[src/rtl/mem_arbiter.sv]
// Round-robin arbiter that shares one single-port RAM between instruction fetch and load/store.
// One access is in flight at a time; read data returns with a one-cycle rvalid pulse.
module mem_arbiter #(
  parameter int ADDR_W  = 8,
  parameter int DATA_W  = 32,
  parameter int RAM_LAT = 1
) (
  input  logic              clk,
  input  logic              reset,
  input  logic              if_req,
  input  logic [ADDR_W-1:0] if_addr,
  output logic              if_gnt,
  output logic              if_rvalid,
  output logic [DATA_W-1:0] if_rdata,
  input  logic              d_req,
  input  logic              d_we,
  input  logic [ADDR_W-1:0] d_addr,
  input  logic [DATA_W-1:0] d_wdata,
  output logic              d_gnt,
  output logic              d_rvalid,
  output logic [DATA_W-1:0] d_rdata,
  output logic [ADDR_W-1:0] ram_addr,
  output logic [DATA_W-1:0] ram_wdata,
  output logic              ram_read_enable,
  output logic              ram_write_enable,
  input  logic [DATA_W-1:0] ram_rdata,
  output logic              busy
);

  typedef enum logic [1:0] {IDLE, ISSUE, WAIT, RESP} state_t;

  state_t     state;
  logic       owner_data;
  logic       last_data;
  logic       acc_we;
  logic [2:0] lat_cnt;
  logic       pick_data;

  // Data wins when it is the only requester, or on contention when fetch owned the last access.
  assign pick_data = d_req && (!if_req || !last_data);
  assign busy      = (state != IDLE);

  always_ff @(posedge clk or negedge reset) begin
    if (!reset) begin
      state            <= IDLE;
      owner_data       <= 1'b0;
      last_data        <= 1'b0;
      acc_we           <= 1'b0;
      lat_cnt          <= '0;
      if_gnt           <= 1'b0;
      d_gnt            <= 1'b0;
      if_rvalid        <= 1'b0;
      d_rvalid         <= 1'b0;
      if_rdata         <= '0;
      d_rdata          <= '0;
      ram_addr         <= '0;
      ram_wdata        <= '0;
      ram_read_enable  <= 1'b0;
      ram_write_enable <= 1'b0;
    end else begin
      if_gnt           <= 1'b0;
      d_gnt            <= 1'b0;
      if_rvalid        <= 1'b0;
      d_rvalid         <= 1'b0;
      ram_read_enable  <= 1'b0;
      ram_write_enable <= 1'b0;
      case (state)
        IDLE: begin
          if (if_req || d_req) begin
            owner_data       <= pick_data;
            last_data        <= pick_data;
            acc_we           <= pick_data && d_we;
            ram_addr         <= pick_data ? d_addr : if_addr;
            if (pick_data) ram_wdata <= d_wdata;
            if_gnt           <= !pick_data;
            d_gnt            <= pick_data;
            ram_read_enable  <= !(pick_data && d_we);
            ram_write_enable <= pick_data && d_we;
            state            <= ISSUE;
          end
        end
        ISSUE: begin
          if (acc_we) begin
            d_rvalid <= 1'b1;
            state    <= RESP;
          end else begin
            lat_cnt <= 3'(RAM_LAT);
            state   <= WAIT;
          end
        end
        WAIT: begin
          lat_cnt <= lat_cnt - 3'd1;
          // The RAM output is valid during the last wait cycle, so capture it on that edge.
          if (lat_cnt == 3'd1) begin
            if (owner_data) begin
              d_rdata  <= ram_rdata;
              d_rvalid <= 1'b1;
            end else begin
              if_rdata  <= ram_rdata;
              if_rvalid <= 1'b1;
            end
            state <= RESP;
          end
        end
        RESP: begin
          state <= IDLE;
        end
        default: begin
          state <= IDLE;
        end
      endcase
    end
  end

endmodule
[config.mk]
export PLATFORM = sky130hd
export DESIGN_NAME = mem_arbiter
export DESIGN_NICKNAME = d
export VERILOG_FILES = /design/src/rtl/mem_arbiter.sv
export SDC_FILE = /design/constraint.sdc
export NUM_CORES = 1
export LEC_CHECK = 0
export ABC_AREA = 1
export ABC_CLOCK_PERIOD_IN_PS = 3900
export CORE_ASPECT_RATIO = 1.5
export CORE_MARGIN = 2
export CORE_UTILIZATION = 46
export CTS_CLUSTER_DIAMETER = 50
export CTS_CLUSTER_SIZE = 14
export DETAILED_ROUTE_END_ITERATION = 6
export PLACE_DENSITY_LB_ADDON = 0.05
export SLEW_MARGIN = 20
export SYNTH_ARGS = -nofsm -noshare
export SYNTH_HDL_FRONTEND = slang
export SYNTH_SLANG_ARGS = --single-unit
[constraint.sdc]
create_clock -name clk -period 3.9 [get_ports clk]
set_input_delay 0.78 -clock clk [delete_from_list [all_inputs] [get_ports clk]]
set_output_delay 0.78 -clock clk [all_outputs]
set_load 0.02 [all_outputs]
==> summary.txt <==
Timing
  – Worst Tran Pin Value: 911 ps
  – Sum of negative setup slack: 0 ps
  – Fmax achieved: 345 MHz
  – Count of final max-slew check failures: 0
  – Fin worst setup slack: 1000 ps
  – Final min period: 2900 ps
  – Fin crit share: 74.3%
  – Worst relative slew slack: 39.3%
  – Fin. Hold Viols: 0
  – Maximum clock skew at final layout: 7.29 ps
  – Unrepaired setup endpoints after global routing: false
  – Final setup viols: 0

Setup path
  – Reg-to-reg setup timing slack: 1640 ps
  – CP max-delay cell: clkdlybuf4s50_1
  – Peak fanout along the critical path: 11
  – Total buffers and inverters traversed by the critical path: 3
  – Worst reg2reg path startpoint: state[0]
  – Crit start category: flip-flop
  – Crit Path Category: reg -> out
  – Crit path DAT: 2120 ps
  – Critical Path Sink: busy
  – Critical register-to-register path endpoint: ram_wdata[9]
  – Top delay family on crit path: buffers and inverters
  – Crit path top cell by count: inv_1
  – Setup crit start: state[0]
  – Req. time, crit path: 3120 ps
  – Max stage delay on crit path: 590 ps
  – Cells on worst reg2reg path: 8
  – Crit-path cells: inv_1 > ha_1 > inv_1 > clkdlybuf4s50_1
  – Critical Path End Type: output port
  – Crit path depth: 4

Layout
  – Layout Nets: 775
  – Most frequent cells in the layout: clkdlybuf4s50_1, nand2_1, dfrtp_1, o21ai_0, inv_1
  – # diodes: 0
  – Fin area: 7130 um^2
  – Leading cell type in the layout, fill and taps excluded: clkdlybuf4s50_1
  – Layout cell share with drive strength beyond 1: 5.89%
  – Filler cell count: 742
  – Register area: 2930 um^2
  – Core Util, Final: 73.6%
  – Area of the multi-input gates: 1360 um^2
  – Layout area overhead: 55.5%

CTS
  – Cts hold-fix bufs: 0
  – Clock Tree Buf Depth: 2
  – Clock transition at path regs: 50 ps
  – # Post-CTS Setup Buffers: 0
  – CTS Buf Count: 17
  – H-Tree Depth: 4
  – Clk_lat worst skew: 400 ps
  – Clk sinks: 117
  – CTS tree: yes
  – Clk root buf: clkbuf_16
  – Cts repair resizes: 0

Detailed routing
  – Drt wl/cell: 14.1 um
  – TritonRoute pass-1 iters: 5
  – DR top layer: met4
  – Met2 WL post-DR: 5630 um
  – M1 wire length: 4680 um
  – Via count: 3896
  – Routed length on met3: 920 um
  – Routed WL: 11400 um
  – Starting DRT DRC Count: 196
  – Post-route ant nets: 0
  – DR vias/cell: 4.80
  – DRC Markers: 0

Flow run
  – Max-Cap Viols: 0

Worst hold path
  – Worst Hold Path Cells: 2
  – HP Class: reg -> reg

Synth
  – Synth Instances: 489
  – Synthesized-area fraction occupied by adder cells: 1.36%
  – Post-Syn Nets: 579
  – Post-synthesis mux area share: 0%
  – Post-synthesis compound-gate area fraction: 7.96%
  – Sequential fraction of the synthesis area: 63.8%
  – YS warnings: 0
  – Synth Cell Area: 4590 um^2
  – XOR/XNOR Fraction of Synth Area: 0.191%
  – Syn_area_per_cell: 9.38 um^2
  – Synth Area in Simple Gates: 19.8%
  – Largest family of logic cells by synthesized area: simple AND/OR/NAND/NOR gates
  – Synthesized flop and latch total: 117
  – Post-synthesis cell type count: 20

Die
  – Die height: 126 um
  – IO Count: 196
  – Starting Density: 47.4%
  – Core area: 9690 um^2
  – Die ar.: 10800 um^2
  – FP Rows: 44
  – Chip width: 85.5 um

Pwr
  – Leakage: 0.00349 uW
  – Peak VDD IR: 0.544 mV
  – Overall Power: 6420 uW
  – Pwr dens: 901 nW/um^2

Global route
  – First-pass GRT wire length: 19200 um
  – Initial antenna violation count: 0
  – Largest net degree at the start of global routing: 74
  – Gr ovfl total: 0
  – Global Route Usage Sum: 22.8%
  – Vias in the first global route: 4000

Placed design
  – Gpl congestion: 0.812
  – DP HPWL: 7980 um
  – Port Buffers: 195
  – Area of placed instances: 6590 um^2
  – Post-Place Setup Slack: 1140 ps

Run status
  – Status: finished, final reports clean
-- metrics by stage --
stage               hold WS (ps)  instances
global placement             455        781
finish                       467        811
global route                 488        811
CTS                          470        811
detailed placement           457        781
floorplan                    484        489
-- final cells by class --
type	count	share of cell area, %
multi-input cells	301	19.0
repair buffers	200	27.9
clock inverters	4	0.281
well taps	115	2.02
flip-flops and latches	117	41.0
clock buffers	26	7.28
inverters	48	2.53
-- registers in the layout, indices dropped and copies added, names as in the netlist, 2 cells and up --
register / count
if_rdata: 32
ram_wdata: 32
d_rdata: 32
ram_addr: 8
state: 2
lat_cnt: 3
-- worst min-delay path by stage --
stage | slack, ps | to | start
6_report | 470 | ram_wdata[7] | ram_wdata[7]
5_1_grt | 490 | ram_wdata[11] | ram_wdata[11]
4_1_cts | 470 | ram_wdata[2] | ram_wdata[2]
3_5_place_dp | 460 | ram_wdata[2] | ram_wdata[2]
3_3_place_gp | 450 | ram_wdata[14] | ram_wdata[14]
2_1_floorplan | 480 | acc_we | reset
-- report_power, final --
part	leakage, uW	switching, uW	internal [uW]
Clock	0.000272	491	900
Combinational	0.00177	1600	1320
Sequential	0.00145	320	1800
-- synth_stat cells --
library cell,n,share of area (%)
inv_2,1,0.082
ha_1,5,1.4
buf_4,4,0.65
nand3_1,21,2.3
buf_6,3,0.74
nand2_4,2,0.49
dfrtp_1,117,64
nand2_1,186,15
nor2_2,1,0.14
clkbuf_1,7,0.57
a21oi_1,2,0.22
nand4_1,8,1.1
nor2_4,1,0.25
o21ai_0,68,7.4
inv_1,47,3.8
o22ai_1,1,0.14
xor2_1,1,0.19
buf_2,9,0.98
nor2_1,4,0.33
o21ai_2,1,0.19
-- metal layers --
layer  global-route usage [%]  up-vias
met2                     36.7      158
met5                        0        -
met3                     8.91       18
met4                     8.03        0
li1                         -     1928
met1                     27.8     1792
-- cell families (layout without fill, tap and decap cells) --
| kind of cell | after synthesis | after routing |
|---|---|---|
| flip-flops | 117 | 117 |
| AO/OA/AOI/OAI | 72 | 72 |
| adder cells (fa/ha/maj) | 5 | 5 |
| XOR/XNOR | 1 | 1 |
| buffers and inverters | 71 | 278 |
| AND/OR/NAND/NOR | 223 | 223 |
-- worst register-to-register path: stages (launching register included) --
cell     delay (ps)
dfrtp_1         400
inv_1           110
ha_1            400
inv_1           220
nor2_4          130
buf_4           320
inv_2           310
nand2_1         180
nand2_1          70
Note: power is estimated with default switching activity, not from simulation.
